==> src/rtl/cpu_pkg.sv <==
// Shared pipeline-control definitions: forwarding select encodings and the
// destination-tracking slot types used by the hazard/forwarding control.
package cpu_pkg;

  localparam int unsigned DEF_REG_AW = 5;

  localparam logic [1:0] FWD_REG = 2'b00;  // register-file value
  localparam logic [1:0] FWD_WB  = 2'b01;  // MEM/WB write-back data
  localparam logic [1:0] FWD_MEM = 2'b10;  // EX/MEM ALU result

  // Tracking slot for an in-flight instruction.
  typedef struct packed {
    logic [DEF_REG_AW-1:0] rd;
    logic                  we;
    logic                  mr;
  } slot_t;

  // Once past EX the load flag is no longer needed.
  typedef struct packed {
    logic [DEF_REG_AW-1:0] rd;
    logic                  we;
  } dst_t;

  // True when a stage will write a non-x0 register equal to rs.
  function automatic logic dst_hit(input dst_t d, input logic [DEF_REG_AW-1:0] rs);
    return d.we && (d.rd != '0) && (d.rd == rs);
  endfunction

endpackage

==> src/rtl/fwd_sel.sv <==
// Forwarding select for one ALU operand: MEM producer beats WB producer,
// x0 never forwards.
module fwd_sel
  import cpu_pkg::*;
(
  input  logic [DEF_REG_AW-1:0] ex_rs_i,
  input  dst_t                  mem_i,
  input  dst_t                  wb_i,
  output logic [1:0]            sel_o
);

  // Youngest matching producer wins.
  always_comb begin
    sel_o = FWD_REG;
    if (dst_hit(mem_i, ex_rs_i)) begin
      sel_o = FWD_MEM;
    end else if (dst_hit(wb_i, ex_rs_i)) begin
      sel_o = FWD_WB;
    end
  end

endmodule

==> src/rtl/fwd_hazard_ctrl.sv <==
// Forwarding and load-use hazard control for the 5-stage pipeline.
// Tracks rd/we/load of instructions in EX, MEM and WB, generates operand
// forwarding selects, stalls on load-use, honours the data-cache freeze and
// counts load-use stall cycles (saturating).
// Optional: define FWD_WB_BYPASS_EN to add the ID write-through bypass
// outputs id_byp_a_o / id_byp_b_o.
module fwd_hazard_ctrl
  import cpu_pkg::*;
#(
  parameter int unsigned REG_AW = DEF_REG_AW,  // must match the package slot width
  parameter int unsigned CNT_W  = 16
) (
  input  logic              clk_i,
  input  logic              rst_i,
  input  logic [REG_AW-1:0] id_rs1_i,
  input  logic [REG_AW-1:0] id_rs2_i,
  input  logic [REG_AW-1:0] id_rd_i,
  input  logic              id_regwrite_i,
  input  logic              id_memread_i,
  input  logic              flush_i,
  input  logic              mem_stall_i,
  output logic [1:0]        fwd_a_o,
  output logic [1:0]        fwd_b_o,
  output logic              stall_o,
  output logic              pc_write_o,
  output logic              ifid_write_o,
`ifdef FWD_WB_BYPASS_EN
  output logic              id_byp_a_o,
  output logic              id_byp_b_o,
`endif
  output logic [CNT_W-1:0]  stall_cnt_o
);

  slot_t             ex_q,     ex_d;
  logic [REG_AW-1:0] ex_rs1_q, ex_rs1_d;
  logic [REG_AW-1:0] ex_rs2_q, ex_rs2_d;
  dst_t              mem_q,    mem_d;
  dst_t              wb_q,     wb_d;
  logic [CNT_W-1:0]  cnt_q,    cnt_d;
  logic              hazard;

  // Load in EX whose (non-x0) rd is read by the instruction in ID.
  always_comb begin
    hazard = ex_q.mr && (ex_q.rd != '0) &&
             ((ex_q.rd == id_rs1_i) || (ex_q.rd == id_rs2_i));
  end

  // Stall and write-enable outputs.
  always_comb begin
    stall_o      = hazard | mem_stall_i;
    pc_write_o   = ~stall_o;
    ifid_write_o = ~stall_o;
    stall_cnt_o  = cnt_q;
  end

  // Pipeline advance: freeze on cache stall, otherwise shift and fill EX.
  always_comb begin
    ex_d     = ex_q;
    ex_rs1_d = ex_rs1_q;
    ex_rs2_d = ex_rs2_q;
    mem_d    = mem_q;
    wb_d     = wb_q;
    cnt_d    = cnt_q;
    if (!mem_stall_i) begin
      wb_d  = mem_q;
      mem_d = '{rd: ex_q.rd, we: ex_q.we};
      if (hazard || flush_i) begin
        ex_d     = '0;
        ex_rs1_d = '0;
        ex_rs2_d = '0;
      end else begin
        ex_d     = '{rd: id_rd_i, we: id_regwrite_i, mr: id_memread_i};
        ex_rs1_d = id_rs1_i;
        ex_rs2_d = id_rs2_i;
      end
      // A hazard coinciding with a flush still costs one counted cycle.
      if (hazard && (cnt_q != {CNT_W{1'b1}})) begin
        cnt_d = cnt_q + CNT_W'(1);
      end
    end
  end

  // Slot and counter state.
  always_ff @(posedge clk_i or negedge rst_i) begin
    if (!rst_i) begin
      ex_q     <= '0;
      ex_rs1_q <= '0;
      ex_rs2_q <= '0;
      mem_q    <= '0;
      wb_q     <= '0;
      cnt_q    <= '0;
    end else begin
      ex_q     <= ex_d;
      ex_rs1_q <= ex_rs1_d;
      ex_rs2_q <= ex_rs2_d;
      mem_q    <= mem_d;
      wb_q     <= wb_d;
      cnt_q    <= cnt_d;
    end
  end

  fwd_sel u_fwd_a (
    .ex_rs_i (ex_rs1_q),
    .mem_i   (mem_q),
    .wb_i    (wb_q),
    .sel_o   (fwd_a_o)
  );

  fwd_sel u_fwd_b (
    .ex_rs_i (ex_rs2_q),
    .mem_i   (mem_q),
    .wb_i    (wb_q),
    .sel_o   (fwd_b_o)
  );

`ifdef FWD_WB_BYPASS_EN
  // Write-through bypass from WB into the ID register read.
  always_comb begin
    id_byp_a_o = dst_hit(wb_q, id_rs1_i);
    id_byp_b_o = dst_hit(wb_q, id_rs2_i);
  end
`endif

endmodule

==> config.mk <==
export PLATFORM = sky130hd
export DESIGN_NAME = fwd_hazard_ctrl
export DESIGN_NICKNAME = d
export VERILOG_FILES = /design/src/rtl/cpu_pkg.sv /design/src/rtl/fwd_sel.sv /design/src/rtl/fwd_hazard_ctrl.sv
export SDC_FILE = /design/constraint.sdc
export NUM_CORES = 1
export LEC_CHECK = 0
export BUFFER_PORTS_ARGS = -buffer_cell sky130_fd_sc_hd__clkbuf_2
export CELL_PAD_IN_SITES_DETAIL_PLACEMENT = 1
export CELL_PAD_IN_SITES_GLOBAL_PLACEMENT = 2
export CORE_UTILIZATION = 32
export DETAILED_ROUTE_END_ITERATION = 16
export PLACE_DENSITY = 0.77
export SYNTH_ARGS = -nofsm -noshare
export SYNTH_HDL_FRONTEND = slang
export SYNTH_SLANG_ARGS = --single-unit
==> constraint.sdc <==
create_clock -name clk_i -period 1.7 [get_ports clk_i]
set_input_delay 0 -clock clk_i [delete_from_list [all_inputs] [get_ports clk_i]]
set_output_delay 0 -clock clk_i [all_outputs]
set_load 0.005 [all_outputs]
# Word level (Yosys, flattened, before mapping)
# Index checks and enable logic that the tools add are counted.
totals:
  register_bits: 45
  word_cells: 43
  in_bits: 21
  output_inout_bits: 23
op_classes:
  mux: 7
  eq_ne: 7
  n_addsub: 1
  bitwise_logic: 3
  n_reduce_logical: 15
ops:
  columns: ["cell", "count"]
  rows:
  - ["$eq A5 B5 Y1", 6]
  - ["$add A16 B1 Y16 const B", 1]
  - ["$ne A16 B16 Y1 const B", 1]
  - ["$reduce_bool A5 Y1", 3]
  - ["$mux W5", 2]
  - ["$logic_and A1 B1 Y1", 9]
  - ["$mux W7", 1]
  - ["$mux W2", 2]
  - ["$logic_or A1 B1 Y1", 2]
  - ["$mux W1", 2]
  - ["$not A1 Y1", 2]
  - ["$reduce_and A2 Y1", 1]
  - ["$or A1 B1 Y1", 1]

# Depth between registers and ports, before layout
depth:
  depth_word: 5
  depth_mapped: 6
  ltp_nobuf: 6

# Cells and area by module
# From an unflattened synthesis, not the netlist that was laid out.
unflattened:
  cells_unflattened: 199
  hier_area_um2: 2314.7
modules_own_cells:
  columns: ["mod", "seq_area_each_um2", "area_each_um2", "instances", "cells_per_inst"]
  rows:
  - ["fwd_hazard_ctrl", 1126.1, 2011.9, 1, 159]
  - ["fwd_sel", 0.0, 151.4, 2, 20]

# Worst setup path before layout
# No wires, ideal clock.
synth_path:
  path_type: "register -> register"
  from: "reg ex_q[3] (netlist name)"
  to: "reg cnt_q[1], in the netlist stall_cnt_o[1]"
  period_less_slack_ns: 1.825
  required_time_ns: 1.575
  n_path_buf: 0
  setup_time_ns: 0.125
  path_stages_with_launch: 6
  arrival_time_ns: 1.701
  path_slack_ns: -0.125
  path_cell_list: "dfrtp_1 > or4_4 > o21ai_1 > nor2_1 > nand3_1 > mux2_2"
synth_between:
  elab_chain_cells: 5
  word_cells_on_any_way: 8
  classes_between: "eq/ne (2); reduce/logical (6)"
synth_rtl:
  columns: ["item", "line_no", "source"]
  rows:
  - ["start: declaration", "fwd_hazard_ctrl.sv:34", "slot_t ex_q, ex_d;"]
  - ["start signal: assignment", "fwd_hazard_ctrl.sv:86", "ex_q <= '0;"]
  - ["start signal: assignment", "fwd_hazard_ctrl.sv:93", "ex_q <= ex_d;"]
  - ["$eq A5 B5 Y1 or $reduce_bool A5 Y1 (tied branches)", "fwd_hazard_ctrl.sv:45, fwd_hazard_ctrl.sv:44", null]
  - ["$logic_or A1 B1 Y1 or $logic_and A1 B1 Y1 (tied branches)", "fwd_hazard_ctrl.sv:45, fwd_hazard_ctrl.sv:44", null]
  - ["$logic_and A1 B1 Y1 *", "fwd_hazard_ctrl.sv:44", "hazard = ex_q.mr && (ex_q.rd != '0) &&"]
  - ["$logic_and A1 B1 Y1 *", "fwd_hazard_ctrl.sv:77", "if (hazard && (cnt_q != {CNT_W{1'b1}})) begin"]
  - ["$reduce_and A2 Y1 (no source line) *", null, null]
  - ["end signal: assignment", "fwd_hazard_ctrl.sv:98", "cnt_q <= cnt_d;"]
  - ["end: declaration", "fwd_hazard_ctrl.sv:39", "logic [CNT_W-1:0] cnt_q, cnt_d;"]
# Every way passes the cells marked *; elsewhere a longest branch is shown, timed or not.
# A chain may end at the register's enable or synchronous reset.

# Worst setup path in the final report
layout_path:
  from: "reg ex_q[4] (netlist name)"
  to: "out stall_o"
layout_between:
  elab_chain_cells: 4
  word_cells_on_any_way: 7
  classes_between: "eq/ne (2); bitwise (1); reduce/logical (4)"
layout_rtl:
  columns: ["item", "line_no", "source"]
  rows:
  - ["$eq A5 B5 Y1 or $reduce_bool A5 Y1 (tied branches)", "fwd_hazard_ctrl.sv:45, fwd_hazard_ctrl.sv:44", null]
  - ["$logic_or A1 B1 Y1 or $logic_and A1 B1 Y1 (tied branches)", "fwd_hazard_ctrl.sv:45, fwd_hazard_ctrl.sv:44", null]
  - ["$logic_and A1 B1 Y1 *", "fwd_hazard_ctrl.sv:44", null]
  - ["$or A1 B1 Y1 *", "fwd_hazard_ctrl.sv:50", "stall_o = hazard | mem_stall_i;"]
  - ["end: declaration", "fwd_hazard_ctrl.sv:24", "output logic stall_o,"]
# Marks and branches as above.

==> reports/metrics.json <==
{
  "grt_max_degree": 49,
  "finClkSkew_ns": 0.00985,
  "cts_tree": "done",
  "startpoint": "ex_q[4]",
  "post_synth_num_cell_types": 35,
  "grt_pass1_vias": 2112,
  "cts-buffers-inserted": 5,
  "filler_free_cell_count_of_the_finished_design": 419,
  "report.final.hold_viol_count": 0,
  "place.detailed.instances": 394,
  "syn-mean-instance-area_sq_um": 10.9,
  "reg_to_reg_start": "ex_q[4]",
  "cts_clock_pin_slew_for_the_worst_setup_and_hold_paths_ns": 0.08,
  "layout_overhead_on_the_synthesized_area_pct": 47.4,
  "drt-total-wl_microns": 7060,
  "antenna-diode-count": 0,
  "power.density_mw_per_mm2": 816,
  "layout_setup_ws_ns": -0.183,
  "rsz0062_at_grt": "yes",
  "maximum_clock_frequency_ghz": 0.531,
  "rr_endpoint": "stall_cnt_o[1]",
  "final-max-slew-violation-count": 0,
  "final_design_area_no_fill_sq_mm": 0.00355,
  "layout-drive-gt1-share_pct": 46.6,
  "drcViolationCount": 0,
  "outcome": "finished with violations",
  "gp_congestion": 0.811,
  "violated_checks": "negative setup slack",
  "fp-row-count": 31,
  "postSynthNetCount": 243,
  "dr_total_vias": 2058,
  "max_cap_viols": 0,
  "numClockSinks": 45,
  "min_period_ns": 1.88,
  "reg2reg_slack_ns": -0.15,
  "crit_type": "reg2out",
  "placed_instance_area_sq_mm": 0.00309,
  "max_slew.worst_pin.slew_ns": 0.550,
  "tns_ns": -3.84,
  "clockRootBuffer": "sky130_fd_sc_hd__clkbuf_8",
  "initial_core_util_pct": 33.2,
  "min_delay_worst_endpoint": "ex_q[0]",
  "critPathMaxFanout": 3,
  "slew_headroom_pct": 63.3,
  "track_usage_pct": 19.2,
  "synth_enable_flop_cells": 0,
  "power.total_mw": 2.90,
  "clock_insertion_delay_worst_skew_ns": 0.30,
  "syn-cell-area_sq_mm": 0.00241,
  "p_leak_nw": 1.65,
  "ys_dominant_reg_cell": "sky130_fd_sc_hd__dfrtp_1",
  "port_buffers": 43,
  "crit_share_post_route_pct": 111,
  "detail-route-antenna-nets": 0,
  "drt-vias-per-instance": 4.91,
  "synth_cells": 221,
  "arrival_ns": 1.88,
  "timing.hold.ws_ns": 0.0412,
  "boundaryPins": 44,
  "hold-path-cell-count": 3,
  "grt_pass1_wl_microns": 11300,
  "dieArea_sq_mm": 0.00787,
  "setup_viol": 37,
  "worst-endpoint-required_ns": 1.70,
  "synth-warning-count": 0,
  "detail_placement_hpwl_microns": 4850,
  "die_width_microns": 88.7,
  "synth.yosys.seq_area_share_pct": 46.8,
  "hold_path_startpoint": "id_memread_i",
  "final_nets": 341,
  "hold_class": "in2reg",
  "cts_max_level": 2,
  "design.core.area_sq_mm": 0.00725,
  "wire_per_inst_microns": 16.9,
  "grt_overflow_total": 0,
  "worst-r2r-cell-count": 6,
  "setup.worst_path.end_class": "output pin",
  "async_flop_share_pct": 100,
  "grt_antenna_before_repair": 0,
  "cts-root-to-sink-buffers": 2,
  "worst_setup_path_start_kind": "register",
  "chipHeight_microns": 88.7,
  "synth.ff_latch_count": 45,
  "first_pass_iters": 4,
  "drt_iter0_drc": 61,
  "vdd_ir_drop_max_uv": 564
}
-- routing by layer --
metal / wire, microns / vias up / part of all wire, % / global-route usage (%)
met5: 0 / - / 0 / 0
met4: 91 / 0 / 1.3 / 4.99
met3: 169 / 8 / 2.4 / 3.26
met2: 3570 / 34 / 51 / 31.6
met1: 3230 / 1038 / 46 / 26.0
li1: - / 978 / - / -
-- cell usage in the layout (no fill, tap or decap), types with 2 or more instances in the layout --
cell                             n
sky130_fd_sc_hd__nor3_4          2
sky130_fd_sc_hd__clkbuf_8        5
sky130_fd_sc_hd__nor4_2          2
sky130_fd_sc_hd__a21oi_4         2
sky130_fd_sc_hd__buf_2           2
sky130_fd_sc_hd__nor2_4          2
sky130_fd_sc_hd__nand3_2         5
sky130_fd_sc_hd__nor3_1          4
sky130_fd_sc_hd__buf_12          4
sky130_fd_sc_hd__nor2_1          5
sky130_fd_sc_hd__nor4_4          2
sky130_fd_sc_hd__dfrtp_1        44
sky130_fd_sc_hd__nor2b_1        16
sky130_fd_sc_hd__nand3_1        10
sky130_fd_sc_hd__inv_1           4
sky130_fd_sc_hd__dlygate4sd3_1   2
sky130_fd_sc_hd__nand4b_1        2
sky130_fd_sc_hd__nand2_1         9
sky130_fd_sc_hd__o21ai_4         2
sky130_fd_sc_hd__mux2_4          2
sky130_fd_sc_hd__and3_1          2
sky130_fd_sc_hd__buf_6          11
sky130_fd_sc_hd__a22o_1         16
sky130_fd_sc_hd__xnor2_1        28
sky130_fd_sc_hd__xor2_1         12
sky130_fd_sc_hd__or4_1           3
sky130_fd_sc_hd__buf_4          39
sky130_fd_sc_hd__mux2_2         12
sky130_fd_sc_hd__xnor2_2         3
sky130_fd_sc_hd__nand4_1         8
sky130_fd_sc_hd__bufinv_16       2
sky130_fd_sc_hd__clkbuf_2       41
sky130_fd_sc_hd__or4_4           2
-- Yosys cell counts (2+ instances only) --
cell type	n	area share (%)
sky130_fd_sc_hd__xor2_1	12	4.4
sky130_fd_sc_hd__a21oi_1	3	0.62
sky130_fd_sc_hd__nor2_1	7	1.1
sky130_fd_sc_hd__xnor2_1	31	11
sky130_fd_sc_hd__nand2_1	10	1.6
sky130_fd_sc_hd__inv_1	4	0.62
sky130_fd_sc_hd__nor2b_1	16	4.2
sky130_fd_sc_hd__or4_1	4	1.2
sky130_fd_sc_hd__nor3_1	6	1.2
sky130_fd_sc_hd__o21ai_1	2	0.42
sky130_fd_sc_hd__and3_1	2	0.52
sky130_fd_sc_hd__dfrtp_1	45	47
sky130_fd_sc_hd__clkbuf_1	5	0.78
sky130_fd_sc_hd__nand4_1	8	2.1
sky130_fd_sc_hd__nand4b_1	2	0.73
sky130_fd_sc_hd__nand3_1	16	3.3
sky130_fd_sc_hd__mux2_2	13	6.1
sky130_fd_sc_hd__a22o_1	16	5.8
sky130_fd_sc_hd__nor4_1	3	0.78
-- through the flow --
step | utilization, % | setup slack [ns]
after CTS | 47.2 | -0.179
after floorplan | - | -0.0449
after global routing | 48.9 | -0.264
final | 48.9 | -0.183
after global placement | 42.6 | -0.0230
after detailed placement | 42.6 | -0.128
-- worst max-delay path, cell delays in order (launching register included) --
cell                       delay (ns)
sky130_fd_sc_hd__dfrtp_1         0.40
sky130_fd_sc_hd__or4_4           0.55
sky130_fd_sc_hd__o21a_4          0.23
sky130_fd_sc_hd__buf_6           0.12
sky130_fd_sc_hd__a21oi_4         0.13
sky130_fd_sc_hd__inv_1           0.05
sky130_fd_sc_hd__clkbuf_2        0.11
-- state kept, by name, summed over array words and instances (netlist names) --
name and flops:
stall_cnt_o 16, ex_rs1_q 5, ex_q 7, ex_rs2_q 5
mem_q 6, wb_q 6
-- final cells by class --
cell class,count,area [sq um]
Clock buffer,5,68.8
Tap cell,99,124
Inverter,4,15.0
Clock inverter,3,65.1
Sequential cell,45,1130
Timing Repair Buffer,99,732
Fill cell,807,3700
Multi-Input combinational cell,164,1420
-- report_power, final --
| group | total, mW | switching [mW] | internal [mW] |
|---|---|---|---|
| Clock | 0.966 | 0.382 | 0.584 |
| Sequential | 1.24 | 0.0858 | 1.15 |
| Combinational | 0.692 | 0.315 | 0.376 |
-- cell families after synthesis --
kind of cell / share of synthesized area (%)
xor gates and xnor gates: 15.6
AOI/OAI and AO/OA: 9.30
buffers and inverters: 2.39
adders and majority gates: 0.520
DFF: 46.8
and+or+nand+nor: 18.8
muxes: 6.55
-- worst max-delay path by stage --
stage          depth (start not counted)         endpoint  slack (ns)
3_5_place_dp                           7  stall_cnt_o[12]       -0.13
6_report                               6          stall_o       -0.18
3_3_place_gp                           5   stall_cnt_o[1]       -0.02
4_1_cts                                6          stall_o       -0.18
2_1_floorplan                          5   stall_cnt_o[1]       -0.04
5_1_grt                                5       fwd_a_o[0]       -0.26
-- timing repair --
action	in CTS	in global routing
setup buffers	11	4
hold endpoints to repair	18	0
resized for setup	22	21
pin swaps	19	8
hold buffers	2	0
endpoints found under the setup margin	37	40
Power figures use the tool's default switching activity.
